**src/rtl/qvga_pkg.sv**
```systemverilog
`default_nettype none
// ============================================================================
// Module   : qvga_pkg
// Brief    : Shared types and defaults for the QVGA frame-buffer write path.
// Revision : 1.0 - initial release
// ============================================================================
package qvga_pkg;

   localparam int H_PIX_DEF   = 320;
   localparam int V_LINES_DEF = 240;
   localparam int SYNC_FF_DEF = 2;
   localparam int FB_DEPTH    = H_PIX_DEF * V_LINES_DEF;

   // One 12-bit frame-buffer pixel, stored as {R,G,B}
   typedef struct packed {
      logic [3:0] r;
      logic [3:0] g;
      logic [3:0] b;
   } rgb444_t;

   typedef enum logic [1:0] {
      IDLE    = 2'd0,
      WAIT_VS = 2'd1,
      CAPTURE = 2'd2
   } cap_state_t;

endpackage
`default_nettype wire

```
**src/rtl/qvga_frame_writer_cam_in_sync.sv**
```systemverilog
`default_nettype none
// ============================================================================
// Module   : cam_in_sync
// Brief    : Synchronizes all camera pins through one shared flop chain so
//            they stay mutually aligned, then derives pclk/vsync/href edges.
// Revision : 1.0 - initial release
// ============================================================================
module cam_in_sync
   import qvga_pkg::*;
#(
   parameter int SYNC_FF = SYNC_FF_DEF
) (
   input  logic       clk_i,
   input  logic       rst_ni,
   input  logic       pclk_i,
   input  logic       vsync_i,
   input  logic       href_i,
   input  logic [7:0] data_i,
   output logic       pclk_rise_o,
   output logic       vs_rise_o,
   output logic       vs_fall_o,
   output logic       href_o,
   output logic       href_fall_o,
   output logic [7:0] data_o
);

   localparam int W = 11;

   logic [SYNC_FF-1:0][W-1:0] chain_q;
   logic [W-1:0]              w_sync;
   logic                      pclk_prev_q;
   logic                      vs_prev_q;
   logic                      href_prev_q;
   logic                      w_pclk;
   logic                      w_vs;
   logic                      w_href;

   // Shift all pins through the same number of stages
   always_ff @(posedge clk_i or negedge rst_ni) begin
      if (!rst_ni) begin
         chain_q <= '0;
      end else begin
         chain_q[0] <= {pclk_i, vsync_i, href_i, data_i};
         for (int i = 1; i < SYNC_FF; i++) begin
            chain_q[i] <= chain_q[i-1];
         end
      end
   end

   assign w_sync = chain_q[SYNC_FF-1];
   assign w_pclk = w_sync[10];
   assign w_vs   = w_sync[9];
   assign w_href = w_sync[8];

   // Previous synchronized level of each control pin for edge detection
   always_ff @(posedge clk_i or negedge rst_ni) begin
      if (!rst_ni) begin
         pclk_prev_q <= 1'b0;
         vs_prev_q   <= 1'b0;
         href_prev_q <= 1'b0;
      end else begin
         pclk_prev_q <= w_pclk;
         vs_prev_q   <= w_vs;
         href_prev_q <= w_href;
      end
   end

   assign pclk_rise_o = w_pclk & ~pclk_prev_q;
   assign vs_rise_o   = w_vs & ~vs_prev_q;
   assign vs_fall_o   = ~w_vs & vs_prev_q;
   assign href_o      = w_href;
   assign href_fall_o = ~w_href & href_prev_q;
   assign data_o      = w_sync[7:0];

endmodule
`default_nettype wire

```
**src/rtl/qvga_frame_writer.sv**
```systemverilog
`default_nettype none
// ============================================================================
// Module   : qvga_frame_writer
// Brief    : Captures an RGB444 camera stream and issues one 12-bit write per
//            pixel at linear address y*H_PIX+x into the frame buffer.
// Revision : 1.0 - initial release
// ============================================================================
module qvga_frame_writer
   import qvga_pkg::*;
#(
   parameter int H_PIX   = H_PIX_DEF,
   parameter int V_LINES = V_LINES_DEF,
   parameter int ADDR_W  = $clog2(FB_DEPTH),
   parameter int SYNC_FF = SYNC_FF_DEF
) (
   input  logic              clk,
   input  logic              reset_n,
   input  logic              cap_en,
   input  logic              cam_pclk,
   input  logic              cam_vsync,
   input  logic              cam_href,
   input  logic [7:0]        cam_data,
   output logic              wclk,
   output logic              we,
   output logic [ADDR_W-1:0] wAddr,
   output logic [11:0]       wData,
   output logic              frame_done,
   output logic              frame_err,
   output logic              busy
);

   localparam int X_W = $clog2(H_PIX + 1);
   localparam int Y_W = $clog2(V_LINES + 1);

   logic             w_pclk_rise;
   logic             w_vs_rise;
   logic             w_vs_fall;
   logic             w_href;
   logic             w_href_fall;
   logic [7:0]       w_data;

   cap_state_t       state_q,      state_d;
   logic [X_W-1:0]   x_q,          x_d;
   logic [Y_W-1:0]   y_q,          y_d;
   logic             phase_q,      phase_d;
   logic [3:0]       r_q,          r_d;
   logic             pend_q,       pend_d;
   logic [X_W-1:0]   pix_x_q,      pix_x_d;
   logic [Y_W-1:0]   pix_y_q,      pix_y_d;
   rgb444_t          pix_q,        pix_d;
   logic             frame_done_q, frame_done_d;
   logic             frame_err_q,  frame_err_d;

   logic             we_q;
   logic [ADDR_W-1:0] waddr_q;
   logic [11:0]      wdata_q;
   logic [ADDR_W-1:0] w_addr;

   logic             w_line_inc;
   logic [Y_W-1:0]   w_y_plus;
   logic [Y_W-1:0]   w_y_final;

   cam_in_sync #(
      .SYNC_FF (SYNC_FF)
   ) u_sync (
      .clk_i       (clk),
      .rst_ni      (reset_n),
      .pclk_i      (cam_pclk),
      .vsync_i     (cam_vsync),
      .href_i      (cam_href),
      .data_i      (cam_data),
      .pclk_rise_o (w_pclk_rise),
      .vs_rise_o   (w_vs_rise),
      .vs_fall_o   (w_vs_fall),
      .href_o      (w_href),
      .href_fall_o (w_href_fall),
      .data_o      (w_data)
   );

   // A line only counts if it produced at least one pixel; y saturates
   assign w_line_inc = (x_q != '0) && (y_q < Y_W'(V_LINES));
   assign w_y_plus   = y_q + 1'b1;
   // Line count as it stands once a coincident href fall is accounted for
   assign w_y_final  = (w_href_fall && w_line_inc) ? w_y_plus : y_q;

   // Capture FSM state and pixel-stage registers
   always_ff @(posedge clk or negedge reset_n) begin
      if (!reset_n) begin
         state_q      <= IDLE;
         x_q          <= '0;
         y_q          <= '0;
         phase_q      <= 1'b0;
         r_q          <= '0;
         pend_q       <= 1'b0;
         pix_x_q      <= '0;
         pix_y_q      <= '0;
         pix_q        <= '0;
         frame_done_q <= 1'b0;
         frame_err_q  <= 1'b0;
      end else begin
         state_q      <= state_d;
         x_q          <= x_d;
         y_q          <= y_d;
         phase_q      <= phase_d;
         r_q          <= r_d;
         pend_q       <= pend_d;
         pix_x_q      <= pix_x_d;
         pix_y_q      <= pix_y_d;
         pix_q        <= pix_d;
         frame_done_q <= frame_done_d;
         frame_err_q  <= frame_err_d;
      end
   end

   // Next-state: frame start, byte pairing, line end (wins over pclk), frame end
   always_comb begin
      state_d      = state_q;
      x_d          = x_q;
      y_d          = y_q;
      phase_d      = phase_q;
      r_d          = r_q;
      pend_d       = 1'b0;
      pix_x_d      = pix_x_q;
      pix_y_d      = pix_y_q;
      pix_d        = pix_q;
      frame_done_d = 1'b0;
      frame_err_d  = frame_err_q;
      case (state_q)
         IDLE: begin
            state_d = WAIT_VS;
         end
         WAIT_VS: begin
            if (w_vs_fall && cap_en) begin
               state_d     = CAPTURE;
               x_d         = '0;
               y_d         = '0;
               phase_d     = 1'b0;
               frame_err_d = 1'b0;
            end
         end
         CAPTURE: begin
            if (w_vs_rise) begin
               state_d      = WAIT_VS;
               frame_done_d = 1'b1;
               frame_err_d  = (w_y_final != Y_W'(V_LINES));
            end else if (w_href_fall) begin
               if (w_line_inc) begin
                  y_d = w_y_plus;
               end
               x_d     = '0;
               phase_d = 1'b0;
            end else if (w_pclk_rise && w_href) begin
               if (!phase_q) begin
                  r_d     = w_data[3:0];
                  phase_d = 1'b1;
               end else begin
                  phase_d = 1'b0;
                  if ((x_q < X_W'(H_PIX)) && (y_q < Y_W'(V_LINES))) begin
                     pend_d  = 1'b1;
                     pix_x_d = x_q;
                     pix_y_d = y_q;
                     pix_d.r = r_q;
                     pix_d.g = w_data[7:4];
                     pix_d.b = w_data[3:0];
                  end
                  if (x_q < X_W'(H_PIX)) begin
                     x_d = x_q + 1'b1;
                  end
               end
            end
         end
         default: begin
            state_d = IDLE;
         end
      endcase
   end

   // For the default line width the multiply reduces to two shifts and an add
   generate
      if (H_PIX == 320) begin : g_addr_shift
         assign w_addr = (ADDR_W'(pix_y_q) << 8) + (ADDR_W'(pix_y_q) << 6)
                         + ADDR_W'(pix_x_q);
      end else begin : g_addr_mul
         assign w_addr = ADDR_W'(pix_y_q) * ADDR_W'(H_PIX) + ADDR_W'(pix_x_q);
      end
   endgenerate

   // Write port: strobe for one cycle, address/data hold between writes
   always_ff @(posedge clk or negedge reset_n) begin
      if (!reset_n) begin
         we_q    <= 1'b0;
         waddr_q <= '0;
         wdata_q <= '0;
      end else begin
         we_q <= pend_q;
         if (pend_q) begin
            waddr_q <= w_addr;
            wdata_q <= pix_q;
         end
      end
   end

   assign wclk       = clk;
   assign we         = we_q;
   assign wAddr      = waddr_q;
   assign wData      = wdata_q;
   assign frame_done = frame_done_q;
   assign frame_err  = frame_err_q;
   assign busy       = (state_q == CAPTURE);

endmodule
`default_nettype wire

```
**config.mk**
```make
export PLATFORM = sky130hd
export DESIGN_NAME = qvga_frame_writer
export DESIGN_NICKNAME = d
export VERILOG_FILES = /design/src/rtl/qvga_pkg.sv /design/src/rtl/qvga_frame_writer_cam_in_sync.sv /design/src/rtl/qvga_frame_writer.sv
export SDC_FILE = /design/constraint.sdc
export NUM_CORES = 1
export LEC_CHECK = 0
export ABC_CLOCK_PERIOD_IN_PS = 7200
export CAP_MARGIN = 5
export CORE_MARGIN = 4
export CORE_UTILIZATION = 60
export DETAILED_ROUTE_END_ITERATION = 8
export GPL_ROUTABILITY_DRIVEN = 0
export PLACE_DENSITY = 0.88
export SYNTH_ARGS = -nofsm -noshare
export SYNTH_HDL_FRONTEND = slang
export SYNTH_SLANG_ARGS = --single-unit
```
**constraint.sdc**
```tcl
create_clock -name clk -period 7.2 [get_ports clk]
set_input_delay 1.08 -clock clk [delete_from_list [all_inputs] [get_ports clk]]
set_output_delay 1.08 -clock clk [all_outputs]
set_load 0.05 [all_outputs]
```
==> flow_metrics.tcl, run 1 <==
set metrics [dict create \
    power.total_w 0.00113 \
    track_usage_pct 21.0 \
    start_util_pct 63.2 \
    cp.arrival_ns 4.51 \
    cts_resized 0 \
    path_class "clk2out" \
    vias_per_cell 5.85 \
    worst_slew_pin_slew_ns 0.765 \
    num_vias 3063 \
    wl_met1_mm 3.71 \
    finalNetCount 454 \
    rows 31 \
    maxCapViolCount 0 \
    fp.dieW_um 96.4 \
    antenna_cells 0 \
    chipHeight_um 96.4 \
    grt_overflow_total 0 \
    clock_latency_ns 0.49 \
    drc 0 \
    ctsHoldBuffers 0 \
    crit_required_ns 6.12 \
    drt_iter0_markers 219 \
    grt_pass1_vias 3116 \
    ys.flop_type "dfrtp_1" \
    routed_wl_mm 8.62 \
    synth_edf_count 0 \
    rsz0062_at_grt "no" \
    reg2reg_depth 9 \
    core-area_um2 7410 \
    area_growth_pct 17.1 \
    peakVddDrop_v 0.000181 \
    syn_area_um2 4680 \
    rrSetupSlack_ns 4.43 \
    wl_per_cell_um 16.4 \
    synthArstFlopShare_pct 100 \
    holdPathStages 0 \
    slew_headroom_pct 49.0 \
    antenna_found_initial 0 \
    grt_pass1_wl_mm 14.8 \
    slew_violations 0 \
    routed-wl-met3_um 367 \
    layout-drive-gt1-share_pct 17.2 \
    cts.clk_slew.worst_paths_ns 0.10 \
    top_layer "met4" \
    first_pass_iters 4 \
    met2WireLength_mm 4.39 \
    critPathLaunchType "clock port" \
    cts_tree "done" \
    synth-seq-area-share_pct 59.3 \
    finalSetupViolations 0 \
    dieArea_um2 9290 \
    postCtsSetupBuffers 0 \
    hold_viol 0 \
    hp-start "u_sync.chain_q[1]" \
    final_util_pct 74.0 \
    worst_setup_path_end_kind "output port" \
    rr_startpoint "pix_y_q[0]" \
    crit_fanout 2 \
    power_leakage_nw 2.61 \
    grt_max_degree 66 \
    tns_ns 0 \
    syn_inst 366 \
    ant_nets 0 \
    yosys.cell_types.count 54 \
    skew_ns 0.0136 \
    powerDensity_nw_per_um2 206 \
    synth_nets 400 \
    min_to "u_sync.w_sync[1]" \
    r2r_end "wAddr[13]" \
    ys_ff_latch 111 \
    dp_hpwl_mm 5.96 \
    portBuffers 47 \
    avgSynthCellArea_um2 12.8 \
    yosys_warnings 0 \
    status "completed" \
    fillers 487 \
    hp-class "reg2reg" \
    pin_count 48 \
]
-- synth_stat cells, types with 2 or more instances --
cell type  number  area, µm²
a211oi_1        2       15.0
a21o_1          3       22.5
a21oi_1         9       45.0
a22o_1          2       17.5
a31oi_1         5       31.3
and3_1          4       25.0
and3b_1         2       17.5
buf_2           3       15.0
buf_4           4       30.0
clkbuf_1        3       11.3
dfrtp_1       111       2780
fa_1            2       40.0
ha_1           18        225
inv_1          14       52.6
mux2_1          9        101
mux2_2         44        495
nand2_1        22       82.6
nand2b_1        3       18.8
nand3_1         9       45.0
nand3b_1        2       15.0
nor2_1         14       52.6
nor2b_1         3       18.8
nor3_1          5       25.0
nor3b_1         2       15.0
nor4_1          2       12.5
o211ai_1        4       30.0
o21a_1          2       15.0
o21ai_0        27        135
o21ai_1         2       10.0
o2bb2ai_1       4       35.0
o31ai_1         3       22.5
or3_1           2       12.5
xnor2_1         3       26.3
xor2_1          2       17.5
-- state kept, by name, summed over array words and instances (netlist names), 2 cells and up --
signal / flops
wAddr: 17
pix_q: 12
wData: 12
u_sync.chain_q: 11
u_sync.w_sync: 11
pix_x_q: 9
x_q: 9
pix_y_q: 8
y_q: 8
r_q: 4
state_q: 2
-- worst max path at each step --
| stage | endpoint | startpoint | cells past startpoint | slack [ns] |
|---|---|---|---|---|
| final | wclk | clk | 3 | 1.61 |
| after detailed placement | wclk | clk | 1 | 1.85 |
| after global placement | wclk | clk | 1 | 1.85 |
| after CTS | wclk | clk | 3 | 1.60 |
| after floorplan | wclk | clk | 1 | 2.35 |
| after global routing | wclk | clk | 3 | 1.59 |
-- metrics by stage --
step                hold slack (ns)  worst slack (ns)  std cells  instance area [µm²]
floorplan                     0.331              2.35        366                 4680
global placement              0.332              1.85        505                 5250
global route                  0.361              1.59        524                 5490
finish                        0.358              1.61        524                 5490
detailed placement            0.335              1.85        505                 5250
CTS                           0.359              1.60        524                 5490
-- where the power goes --
part	switching, W	internal, W
registers	0.00000768	0.000635
logic	0.0000290	0.0000163
clock network	0.000252	0.000189
-- critical path: stages --
cell             delay (ns)
clkbuf_8               0.11
clkbuf_8               0.12
clkdlybuf4s50_1        0.69
-- area by class of cell --
cell class | instances | area (µm²) | share of cell area, %
Clock buffer | 14 | 189 | 3.44
Clock inverter | 6 | 57.6 | 1.05
Inverter | 14 | 52.6 | 0.958
Multi-Input combinational cell | 231 | 1800 | 32.9
Sequential cell | 111 | 2780 | 50.6
Tap cell | 99 | 124 | 2.26
Timing Repair Buffer | 49 | 480 | 8.76
-- layer usage --
metal,GRT usage (%),vias to the layer above
met1,26.8,1537
met2,34.4,84
li1,-,1428
met5,0,-
met4,11.4,0
met3,3.60,14
-- cell usage in the layout, fill, tap and decap left out, drive strengths merged, types with 4 or more instances in the layout --
master         count
o21ai             29
nand3              9
a21oi             10
ha                18
a31oi              5
dfrtp            111
inv               19
o211ai             4
nor2b              4
mux2              53
o2bb2ai            4
and3               4
buf                4
nand2             22
clkbuf            13
clkdlybuf4s50     46
nor3               6
nor2              14
-- cell families (layout without fill, tap and decap cells) --
kind of cell	Yosys count	after routing	share of synthesized area, %
buf+inv	24	83	2.32
flops	111	111	59.3
fa+ha+maj	20	20	5.66
compound gates	72	72	9.72
mux	54	54	13.0
xor+xnor	5	5	0.935
simple gates	80	80	9.11
No activity file was read; power rests on OpenSTA's default activity.
==> run 2: changes to the inputs <==
Settings changed: ABC_CLOCK_PERIOD_IN_PS 7200 to 4500, CORE_UTILIZATION 60 to 51, PLACE_DENSITY 0.88 to 0.8.
Clock period 7.2 ns to 4.5 ns, I/O delays scaled along.
==> flow_metrics.tcl, run 2 (synthesis gave the netlist of run 1 again) <==
set metrics [dict create \
    status "completed" \
    hp-class "in2async" \
    core-area_um2 8850 \
    dp.cells 514 \
    pin_count 48 \
    mostFrequentLayoutCells "dfrtp_1 (111), clkdlybuf4s50_1 (46), mux2_2 (44)" \
    postCtsSetupBuffers 0 \
    path_class "clk2out" \
    wl_per_cell_um 15.1 \
    grt_pass1_vias 3102 \
    peakVddDrop_v 0.000379 \
    portBuffers 47 \
    power.total_w 0.00179 \
    drt_iter0_markers 126 \
    area_growth_pct 17.2 \
    rrSetupSlack_ns 1.78 \
    first_pass_iters 4 \
    layout-drive-gt1-share_pct 16.9 \
    maxCapViolCount 0 \
    powerDensity_nw_per_um2 326 \
    worst_slew_pin_slew_ns 1.00 \
    r2r_end "wAddr[13]" \
    drc 0 \
    top_layer "met4" \
    num_vias 3002 \
    dp_hpwl_mm 5.54 \
    power_leakage_nw 2.60 \
    clock_latency_ns 0.48 \
    met2WireLength_mm 3.88 \
    fp.dieW_um 104 \
    cts.clk_slew.worst_paths_ns 0.10 \
    ctsHoldBuffers 0 \
    vias_per_cell 5.63 \
    skew_ns 0.0116 \
    ff_latch_area_um2 2780 \
    rr_startpoint "pix_x_q[8]" \
    grt_max_degree 84 \
    cts_resized 0 \
    dpl_cell_area_um2 5260 \
    antenna_found_initial 0 \
    reg2reg_depth 9 \
    chipHeight_um 104 \
    grt_overflow_total 0 \
    routed-wl-met3_um 342 \
    multi_input_area_um2 1800 \
    critPathLaunchType "clock port" \
    crit_required_ns 3.83 \
    hold_viol 0 \
    final_common_cell "dfrtp_1" \
    routed_wl_mm 8.03 \
    finalNetCount 454 \
    antenna_cells 0 \
    wl_met1_mm 3.68 \
    cts_tree "done" \
    slew_headroom_pct 33.2 \
    stdcell_count 533 \
    cp.arrival_ns 3.17 \
    ant_nets 0 \
    worst_setup_path_end_kind "output port" \
    track_usage_pct 16.3 \
    fillers 711 \
    fin_area_um2 5490 \
    crit_fanout 2 \
    slew_violations 0 \
    grt_pass1_wl_mm 14.4 \
    tns_ns 0 \
    finalSetupViolations 0 \
    rsz0062_at_grt "no" \
    dieArea_um2 10800 \
    rows 34 \
    largest_reg_flops 17 \
    start_util_pct 52.9 \
]
[run 2: worst max path at each step]
stage	start	to	slack, ns	cells past startpoint
final	clk	wclk	0.66	3
after global routing	clk	wclk	0.64	3
after CTS	clk	wclk	0.66	3
after detailed placement	clk	wclk	0.90	1
after global placement	clk	wclk	0.90	1
after floorplan	clk	wclk	1.41	1
[run 2: area by class of cell]
type | instances | area share [%]
Clock buffer | 14 | 3.26
Multi-Input combinational cell | 231 | 32.9
Clock inverter | 6 | 1.09
Timing Repair Buffer | 49 | 8.75
Inverter | 14 | 0.957
Sequential cell | 111 | 50.6
Tap cell | 108 | 2.46
[run 2: metrics by stage]
stage	hold slack, ns	util (%)	worst slack [ns]
after floorplan	0.331	-	1.41
after global placement	0.333	59.4	0.903
after detailed placement	0.335	59.4	0.903
after CTS	0.361	62.0	0.656
after global routing	0.367	62.0	0.636
final	0.358	62.0	0.659
[run 2: power breakdown]
group          switching [W]  internal, W   total, W
Combinational      0.0000458    0.0000259  0.0000717
Clock               0.000401     0.000287   0.000688
Sequential         0.0000118      0.00102    0.00103
[run 2: critical path: stages]
cell	delay (ns)
clkbuf_8	0.11
clkbuf_8	0.12
clkdlybuf4s50_1	0.69
[run 2: routing by layer]
layer	vias up	global-route usage, %
li1	1424	-
met1	1493	21.2
met3	13	4.42
met5	-	0
met2	72	25.8
met4	0	6.65
==> run 3: changes to the inputs <==
Settings changed: CTS_CLUSTER_SIZE set to 10.
==> results of run 3 <==
The final DEF is identical to that of run 2; final timing and power are the same.
